==> src/rtl/commit_trace_buf_pkg.sv <==
`default_nettype none
// ============================================================================
// Module      : commit_trace_buf_pkg
// Description : Shared types for the commit-stage trace buffer: privilege
//               encoding, record kind, packed trace record and a record
//               packing helper.
// Revision    : 1.0 - initial release
// ============================================================================
package commit_trace_buf_pkg;

    localparam int VLEN             = 64;
    localparam int TRACE_DROP_CNT_W = 16;

    typedef enum logic [1:0] {
        PRIV_LVL_U = 2'b00,
        PRIV_LVL_S = 2'b01,
        PRIV_LVL_M = 2'b11
    } priv_lvl_t;

    typedef enum logic {
        TR_INSTR = 1'b0,
        TR_EXC   = 1'b1
    } commit_trace_kind_t;

    typedef struct packed {
        commit_trace_kind_t kind;
        logic [31:0]        cycle;
        logic [VLEN-1:0]    pc;
        priv_lvl_t          priv;
        logic [4:0]         rd;
        logic               we;
        logic               is_fp;
        logic [63:0]        data;
        logic [63:0]        cause;
    } commit_trace_rec_t;

    // Build an INSTR record; data is forced to zero when there is no write-back
    function automatic commit_trace_rec_t make_instr_rec(
        input logic [31:0]     cycle,
        input logic [VLEN-1:0] pc,
        input priv_lvl_t       priv,
        input logic [4:0]      rd,
        input logic            we,
        input logic            is_fp,
        input logic [63:0]     wdata
    );
        commit_trace_rec_t rec;
        rec.kind  = TR_INSTR;
        rec.cycle = cycle;
        rec.pc    = pc;
        rec.priv  = priv;
        rec.rd    = rd;
        rec.we    = we;
        rec.is_fp = is_fp;
        rec.data  = we ? wdata : 64'd0;
        rec.cause = 64'd0;
        return rec;
    endfunction

endpackage
`default_nettype wire

==> src/rtl/trace_fifo_2w.sv <==
`default_nettype none
// ============================================================================
// Module      : trace_fifo_2w
// Description : Two-write, one-read FIFO of trace records. The writer
//               guarantees wr_cnt never exceeds free space; clear empties
//               the FIFO and overrides same-cycle writes and pops.
// Revision    : 1.0 - initial release
// ============================================================================
module trace_fifo_2w
    import commit_trace_buf_pkg::*;
#(
    parameter int DEPTH = 8
) (
    input  wire logic                      clk,
    input  wire logic                      rst_n,
    input  wire logic                      clear,
    input  wire logic [1:0]                wr_cnt,
    input  wire commit_trace_rec_t         wr_data0,
    input  wire commit_trace_rec_t         wr_data1,
    input  wire logic                      rd_en,
    output commit_trace_rec_t              rd_data,
    output logic [$clog2(DEPTH):0]         count
);

    localparam int PTR_W = $clog2(DEPTH);
    localparam int CNT_W = PTR_W + 1;

    generate
        if ((DEPTH < 4) || ((DEPTH & (DEPTH - 1)) != 0)) begin : g_depth_check
            $error("trace_fifo_2w: DEPTH must be a power of two and at least 4");
        end
    endgenerate

    commit_trace_rec_t mem [DEPTH];

    logic [PTR_W-1:0] wr_ptr;
    logic [PTR_W-1:0] rd_ptr;
    logic [PTR_W-1:0] wr_ptr_p1;
    logic             pop;

    assign wr_ptr_p1 = wr_ptr + 1'b1;
    assign pop       = rd_en && (count != '0);
    assign rd_data   = mem[rd_ptr];

    // Storage array: second write lands in the slot after the first, wrapping
    always_ff @(posedge clk) begin
        if (!clear) begin
            if (wr_cnt != 2'd0) mem[wr_ptr]    <= wr_data0;
            if (wr_cnt == 2'd2) mem[wr_ptr_p1] <= wr_data1;
        end
    end

    // Pointer and occupancy bookkeeping
    always_ff @(posedge clk or negedge rst_n) begin
        if (!rst_n) begin
            wr_ptr <= '0;
            rd_ptr <= '0;
            count  <= '0;
        end else if (clear) begin
            wr_ptr <= '0;
            rd_ptr <= '0;
            count  <= '0;
        end else begin
            wr_ptr <= wr_ptr + PTR_W'(wr_cnt);
            if (pop) rd_ptr <= rd_ptr + 1'b1;
            count  <= count + CNT_W'(wr_cnt) - CNT_W'(pop);
        end
    end

endmodule
`default_nettype wire

==> src/rtl/commit_trace_buf.sv <==
`default_nettype none
// ============================================================================
// Module      : commit_trace_buf
// Description : Commit-stage trace capture. Packs retire/exception events
//               into records, admits them all-or-nothing into a dual-write
//               FIFO, streams them out over valid/ready and counts losses
//               without ever back-pressuring commit.
// Revision    : 1.0 - initial release
// ============================================================================
module commit_trace_buf
    import commit_trace_buf_pkg::*;
#(
    parameter int DEPTH           = 8,
    parameter int NR_COMMIT_PORTS = 2
) (
    input  wire logic                          clk_i,
    input  wire logic                          rst_ni,
    input  wire logic                          en_i,
    input  wire logic                          clear_i,
    input  wire logic [1:0]                    commit_ack_i,
    input  wire logic [1:0][VLEN-1:0]          commit_pc_i,
    input  wire logic [1:0]                    commit_we_i,
    input  wire logic [1:0]                    commit_fpr_i,
    input  wire logic [1:0][4:0]               commit_waddr_i,
    input  wire logic [1:0][63:0]              commit_wdata_i,
    input  wire priv_lvl_t                     priv_lvl_i,
    input  wire logic                          ex_valid_i,
    input  wire logic [63:0]                   ex_cause_i,
    input  wire logic [63:0]                   ex_tval_i,
    input  wire logic [VLEN-1:0]               ex_pc_i,
    output logic                               trace_valid_o,
    input  wire logic                          trace_ready_i,
    output commit_trace_rec_t                  trace_rec_o,
    output logic [TRACE_DROP_CNT_W-1:0]        dropped_cnt_o,
    output logic                               overflow_o
);

    localparam int CNT_W = $clog2(DEPTH) + 1;

    generate
        if (NR_COMMIT_PORTS != 2) begin : g_ports_check
            $error("commit_trace_buf: NR_COMMIT_PORTS must be 2");
        end
    endgenerate

    logic [31:0]       cycle;
    logic [CNT_W-1:0]  count;
    logic [1:0]        n_req;
    logic              fits;
    logic              drop;
    logic [1:0]        wr_cnt;
    commit_trace_rec_t rec_p0;
    commit_trace_rec_t rec_p1;
    commit_trace_rec_t rec_exc;
    commit_trace_rec_t wr_data0;
    commit_trace_rec_t head;
    logic [TRACE_DROP_CNT_W:0] drop_sum;

    // Free-running timestamp; only reset clears it
    always_ff @(posedge clk_i or negedge rst_ni) begin
        if (!rst_ni) cycle <= '0;
        else         cycle <= cycle + 32'd1;
    end

    // Requests this cycle: an exception suppresses the commit ports entirely
    assign n_req = ex_valid_i ? 2'd1
                              : (2'(commit_ack_i[0]) + 2'(commit_ack_i[1]));

    // Admission uses the registered count; a same-cycle pop does not help
    assign fits     = (CNT_W'(DEPTH) - count) >= CNT_W'(n_req);
    assign wr_cnt   = (en_i && fits) ? n_req : 2'd0;
    assign drop     = en_i && !fits && !clear_i;
    assign drop_sum = {1'b0, dropped_cnt_o} + (TRACE_DROP_CNT_W + 1)'(n_req);

    // Record packing; slot 0 takes the exception, port 0, or a lone port 1
    always_comb begin
        rec_p0 = make_instr_rec(cycle, commit_pc_i[0], priv_lvl_i, commit_waddr_i[0],
                                commit_we_i[0], commit_fpr_i[0], commit_wdata_i[0]);
        rec_p1 = make_instr_rec(cycle, commit_pc_i[1], priv_lvl_i, commit_waddr_i[1],
                                commit_we_i[1], commit_fpr_i[1], commit_wdata_i[1]);
        rec_exc       = '0;
        rec_exc.kind  = TR_EXC;
        rec_exc.cycle = cycle;
        rec_exc.pc    = ex_pc_i;
        rec_exc.priv  = priv_lvl_i;
        rec_exc.data  = ex_tval_i;
        rec_exc.cause = ex_cause_i;
        if (ex_valid_i)           wr_data0 = rec_exc;
        else if (commit_ack_i[0]) wr_data0 = rec_p0;
        else                      wr_data0 = rec_p1;
    end

    trace_fifo_2w #(
        .DEPTH (DEPTH)
    ) u_fifo (
        .clk      (clk_i),
        .rst_n    (rst_ni),
        .clear    (clear_i),
        .wr_cnt   (wr_cnt),
        .wr_data0 (wr_data0),
        .wr_data1 (rec_p1),
        .rd_en    (trace_ready_i),
        .rd_data  (head),
        .count    (count)
    );

    assign trace_valid_o = (count != '0);
    assign trace_rec_o   = trace_valid_o ? head : '0;

    // Loss accounting: saturating drop counter and sticky overflow flag
    always_ff @(posedge clk_i or negedge rst_ni) begin
        if (!rst_ni) begin
            dropped_cnt_o <= '0;
            overflow_o    <= 1'b0;
        end else if (clear_i) begin
            dropped_cnt_o <= '0;
            overflow_o    <= 1'b0;
        end else if (drop) begin
            dropped_cnt_o <= drop_sum[TRACE_DROP_CNT_W] ? '1
                                                        : drop_sum[TRACE_DROP_CNT_W-1:0];
            overflow_o    <= 1'b1;
        end
    end

endmodule
`default_nettype wire

==> config.mk <==
export PLATFORM = sky130hd
export DESIGN_NAME = commit_trace_buf
export DESIGN_NICKNAME = d
export VERILOG_FILES = /design/src/rtl/commit_trace_buf_pkg.sv /design/src/rtl/trace_fifo_2w.sv /design/src/rtl/commit_trace_buf.sv
export SDC_FILE = /design/constraint.sdc
export NUM_CORES = 2
export LEC_CHECK = 0
export CORE_AREA = 2 2 489 369
export CTS_BUF_LIST = sky130_fd_sc_hd__clkbuf_8
export DETAILED_ROUTE_END_ITERATION = 10
export DIE_AREA = 0 0 491 371
export DONT_BUFFER_PORTS = 1
export HOLD_SLACK_MARGIN = 0.03
export SLEW_MARGIN = 20
export SYNTH_ARGS = -nofsm -noshare
export SYNTH_HDL_FRONTEND = slang
export SYNTH_SLANG_ARGS = --single-unit
export TNS_END_PERCENT = 50
==> constraint.sdc <==
create_clock -name clk_i -period 7 [get_ports clk_i]
set_clock_uncertainty 0.15 [all_clocks]
set_input_delay 0.7 -clock clk_i [delete_from_list [all_inputs] [get_ports clk_i]]
set_output_delay 0.7 -clock clk_i [all_outputs]
set_load 0.01 [all_outputs]
Yosys cells after proc, flatten, opt, wreduce, memory -nomap -nowiden:

Memories as Yosys holds them, arrays and structs flattened.
Cells that the tools add are included.

* flip-flop bits (word level): 59
* bits in writable memories: 1872
* bits of input ports: 472
* output and inout port bits: 252
* memories: 1

Memory list
* u_fifo.mem: depth 8, bits a word 234, rd ports 1, clocked after memory_dff 0, write ports 2, RTL line trace_fifo_2w.sv:34 `commit_trace_rec_t mem [DEPTH];`

* add/subtract/negate cells: 9
* order comparisons: 1
* equal/unequal tests: 1
* muxes and demuxes: 22
* reductions and logical operators: 10

Operators by type and width (number)
* 234-bit two-way mux: 2
* 201-bit two-way mux: 1
* 64-bit two-way mux: 2
* 16-bit two-way mux: 3
* 32-bit by 1-bit adder with 32-bit output (second input constant): 1
* 16-bit by 2-bit adder with 17-bit output: 1
* 3-bit two-way mux: 3
* 1-bit two-way mux: 8
* 3-bit by 1-bit adder with 3-bit output (second input constant): 2
* 2-bit nonzero test: 3
* 4-bit by 2-bit adder with 4-bit output: 1
* 4-bit by 2-bit greater-or-equal comparator with 1-bit output: 1
* 1-bit logical AND: 4
* 2-bit two-way mux: 2
* 4-bit two-way mux: 1
* 4-bit nonzero test: 1
* 4-bit by 1-bit subtractor with 4-bit output: 1
* 4-bit subtractor (first input constant): 1
* 3-bit by 2-bit adder with 3-bit output: 1
* 1-bit by 1-bit adder with 2-bit output: 1
* 2-bit equality test (second input constant): 1
* 1-bit logical NOT: 2

Depth between registers and ports, before layout:

* depth after elaboration: 9
* mapped depth: 18
* gate-level depth less buffers: 16

Cells and area by module:

Synthesis repeated with hierarchy kept, for this count alone.

* cells, all modules: 5970
* area, all modules: 100988.1 sq um

Modules (own cells, without submodules)
* trace_fifo_2w: instances 1, cells each 4870, area an instance 93439.6 sq um, seq. area each 56464.2 sq um
* commit_trace_buf: instances 1, cells each 1100, area an instance 7548.5 sq um, seq. area each 1226.2 sq um

Worst setup path after synthesis:

Ideal clock, no wire load.

* path type: input -> register
* start: input ex_valid_i
* end: memory u_fifo.mem[5][100] (netlist bit), enable pin
* arrival time: 6.117 ns
* path slack: 0.211 ns
* cell stages on the path: 12
* cell sequence: clkbuf_1 > clkbuf_1 > clkbuf_1 > nand2b_1 > ha_1 > a211oi_2 > buf_4 > buf_4 > a21oi_2 > nor2_2 > buf_2 > inv_1

RTL lines
* from (decl): RTL line commit_trace_buf.sv:27 `input wire logic ex_valid_i,`
* to (decl): RTL line trace_fifo_2w.sv:34

==> results.json <==
{
  "drc": 0,
  "rsz0062_at_grt": "no",
  "critPathMaxFanout": 51,
  "pwr_density_cell_nw_per_um2": 311,
  "vias": 64200,
  "drt_wl_total_mm": 305,
  "drt_first_iter_violations": 8131,
  "slew_violations": 0,
  "place_ws_ps": 1670,
  "core_um2": 177000,
  "place.gp.congestion": 0.793,
  "grt_max_degree": 205,
  "hold_class": "input pin to flop",
  "ys.flop_type": "edfxtp_1",
  "viasPerCell": 6.63,
  "dieArea_um2": 182000,
  "status": "finished, final reports clean",
  "worst_setup_path_end_kind": "flop",
  "worstMarginPinSlew_ps": 1170,
  "finalSetupViolations": 0,
  "rr_startpoint": "u_fifo.count[0]$_DFF_PN0_",
  "cp-start-kind": "flop",
  "synth_top_cell_by_area": "edfxtp_1",
  "reg2reg_depth": 10,
  "port_buffers": 0,
  "fin_crit_sh_pct": 73.0,
  "r2r_setup_slack_ps": 1890,
  "die_x_um": 491,
  "synth_top_area_share_pct": 46.0,
  "synth_area_leaders": "edfxtp_1 (46%), mux4_2 (12%), dfxtp_1 (12%)",
  "synth-edff-count": 1352,
  "initial_core_util_pct": 49.8,
  "worstSkewPairLatency_ps": 1030,
  "fp.dieH_um": 371,
  "cts_setup_buffers": 0,
  "first_global_vias": 64300,
  "p_leak_nw": 32.8,
  "cts_tree": "built",
  "hold_violations": 0,
  "synth_area_um2": 88300,
  "nNetsFinal": 7546,
  "clock-sinks": 1931,
  "ioPinCount": 724,
  "worstHoldEndpoint": "u_fifo.mem[0][159]$_DFFE_PP_",
  "period_minus_slack_ps": 5110,
  "relSlewSlack_pct": 22.1,
  "tns_ps": 0,
  "fillers": 14500,
  "worst_hold_slack_ps": 92.5,
  "post-dp-hpwl_mm": 153,
  "critical_path_required_ps": 7720,
  "antenna_found_initial": 31,
  "ys_async_sr_fraction_pct": 3.06,
  "overflow": 0,
  "synth_nets": 7274,
  "holdPathStages": 4,
  "dr.pass1.iters": 9,
  "ant_nets": 0,
  "htree_levels": 5,
  "drv_cap": 0,
  "grt_usage_pct": 32.6,
  "grt_pass1_wl_mm": 439,
  "cts_made_buffers": 323,
  "fmax_mhz": 196,
  "synthCells": 6783,
  "peakVddDrop_v": 0.000254,
  "areaGrowthSynthToFinish_pct": 14.8,
  "cp.arrival_ps": 5830,
  "hold_start": "commit_pc_i[22]",
  "post_cts_resized": 0,
  "setup_ws_ps": 1890,
  "crit_type": "flop to flop",
  "multiInputGateArea_um2": 33200,
  "yosys_warnings": 0,
  "ys_seq_area_share_pct": 59.4,
  "clockBufferDepth": 4,
  "reg2reg_to": "u_fifo.mem[1][167]$_DFFE_PP_",
  "num_rows": 134,
  "drive_gt1_share_pct": 14.7,
  "clockRootBuffer": "clkbuf_8",
  "yosysUniqueCellTypes": 57,
  "synth-seq-cells": 1931,
  "wl_per_cell_um": 31.6,
  "syn_avg_cell_area_um2": 13.0,
  "seqCellArea_um2": 52500,
  "path_clk_slew_ps": 60
}
[per-stage QoR]
step	instances	power (mW)	instance area (um^2)	utilization (%)
5_1_grt	9667	32.6	101000	57.1
3_3_place_gp	8591	21.7	90100	50.8
4_1_cts	9655	31.5	101000	57.1
3_5_place_dp	8592	21.8	90200	50.8
6_report	9678	31.5	101000	57.2
2_1_floorplan	6783	19.5	88300	-
[registers in the layout, summed over array words and instances (netlist names)]
| name | flops |
|---|---|
| u_fifo.mem | 1872 |
| cycle | 32 |
| dropped_cnt_o | 16 |
| u_fifo.count | 4 |
| u_fifo.rd_ptr | 3 |
| u_fifo.wr_ptr | 3 |
| overflow_o | 1 |
[report_power, final]
group          leakage [nW]  switching, mW  internal, mW
logic                  11.6           4.97          3.12
registers              17.8          0.581          13.3
clock network          3.33           4.64          4.86
[timing repair]
| action | 4_1_cts | 5_1_grt |
|---|---|---|
| setup endpoints to repair | 0 | 0 |
| hold endpoints to repair | 1701 | 0 |
| hold buffers | 518 | 0 |
[kinds of logic after synthesis]
logic type,Yosys count,synth area share (%)
buffers and inverters,731,3.33
AND/OR/NAND/NOR,1449,7.17
adder cells (fa/ha/maj),19,0.295
AO/OA/AOI/OAI,1842,14.0
flip-flops,1931,59.4
multiplexers,772,15.4
XOR/XNOR,39,0.395
[layer usage]
| layer | up-vias | GRT usage [%] | wire length, um |
|---|---|---|---|
| li1 | 26900 | - | - |
| met1 | 32600 | 44.0 | 120000 |
| met2 | 3931 | 51.2 | 143000 |
| met3 | 685 | 7.05 | 29600 |
| met4 | 22 | 13.8 | 12600 |
| met5 | - | 0 | 137 |
[cell usage after synthesis (137+ instances only)]
cell type	number
nand2_1	668
o2bb2ai_1	512
nor2_1	418
mux2i_1	304
mux4_2	468
nor2b_1	255
buf_2	148
clkbuf_1	445
o21ai_0	513
edfxtp_1	1352
o22ai_1	512
dfxtp_1	520
a21oi_1	137
[critical path: stages (launching register included)]
cell and delay (ps):
dfrtp_1 400, inv_1 100, ha_1 300, ha_1 360, a211oi_4 80, buf_4 290, a2111oi_4 720, nand3_4 860
buf_4 740, o21ai_0 270, dlygate4sd3_1 580
[cell type report]
| type | instances | share of cell area, % |
|---|---|---|
| Antenna cell | 23 | 0.0568 |
| Clock inverter | 179 | 0.803 |
| Multi-Input combinational cell | 4121 | 32.7 |
| Inverter | 36 | 0.193 |
| Timing Repair Buffer | 642 | 6.55 |
| Sequential cell | 1931 | 51.8 |
| Tap cell | 2380 | 2.94 |
| Clock buffer | 366 | 4.97 |
[worst max-delay path by stage]
stage,to,startpoint
after floorplan,u_fifo.mem[5][100]$_DFFE_PP_,ex_valid_i
after global placement,u_fifo.mem[1][142]$_DFFE_PP_,commit_ack_i[0]
after detailed placement,u_fifo.mem[1][138]$_DFFE_PP_,commit_ack_i[0]
after CTS,trace_rec_o[118],u_fifo.rd_ptr[0]$_DFFE_PN0P_
after global routing,trace_rec_o[6],u_fifo.rd_ptr[0]$_DFFE_PN0P_
final,u_fifo.mem[1][167]$_DFFE_PP_,u_fifo.count[0]$_DFF_PN0_
[cell usage in the layout, fill, tap and decap left out, drive strengths merged, types with 3 or more instances in the layout]
cell type,Yosys,layout
bufinv,0,3
a211oi,13,13
clkinvlp,0,5
ha,16,16
nor2,426,426
buf,250,134
fa,3,3
a22oi,64,64
mux2i,304,304
o2bb2ai,512,512
dlygate4sd3,0,508
o22ai,512,512
and4,7,7
nor3,12,12
a311oi,3,3
and2,7,7
nand4,8,8
o21ai,513,513
nand3,37,37
edfxtp,1352,1352
nand2,668,668
inv,34,116
a2111oi,3,3
dfxtp,520,520
and3,10,10
dfrtp,59,59
mux4,468,468
xnor2,29,29
xor2,10,10
nor2b,255,255
or3,7,7
a31oi,7,7
a21oi,145,145
clkinv,2,91
a22o,64,64
clkbuf,445,366
diode,0,23
(Power assumes the default switching activity.)
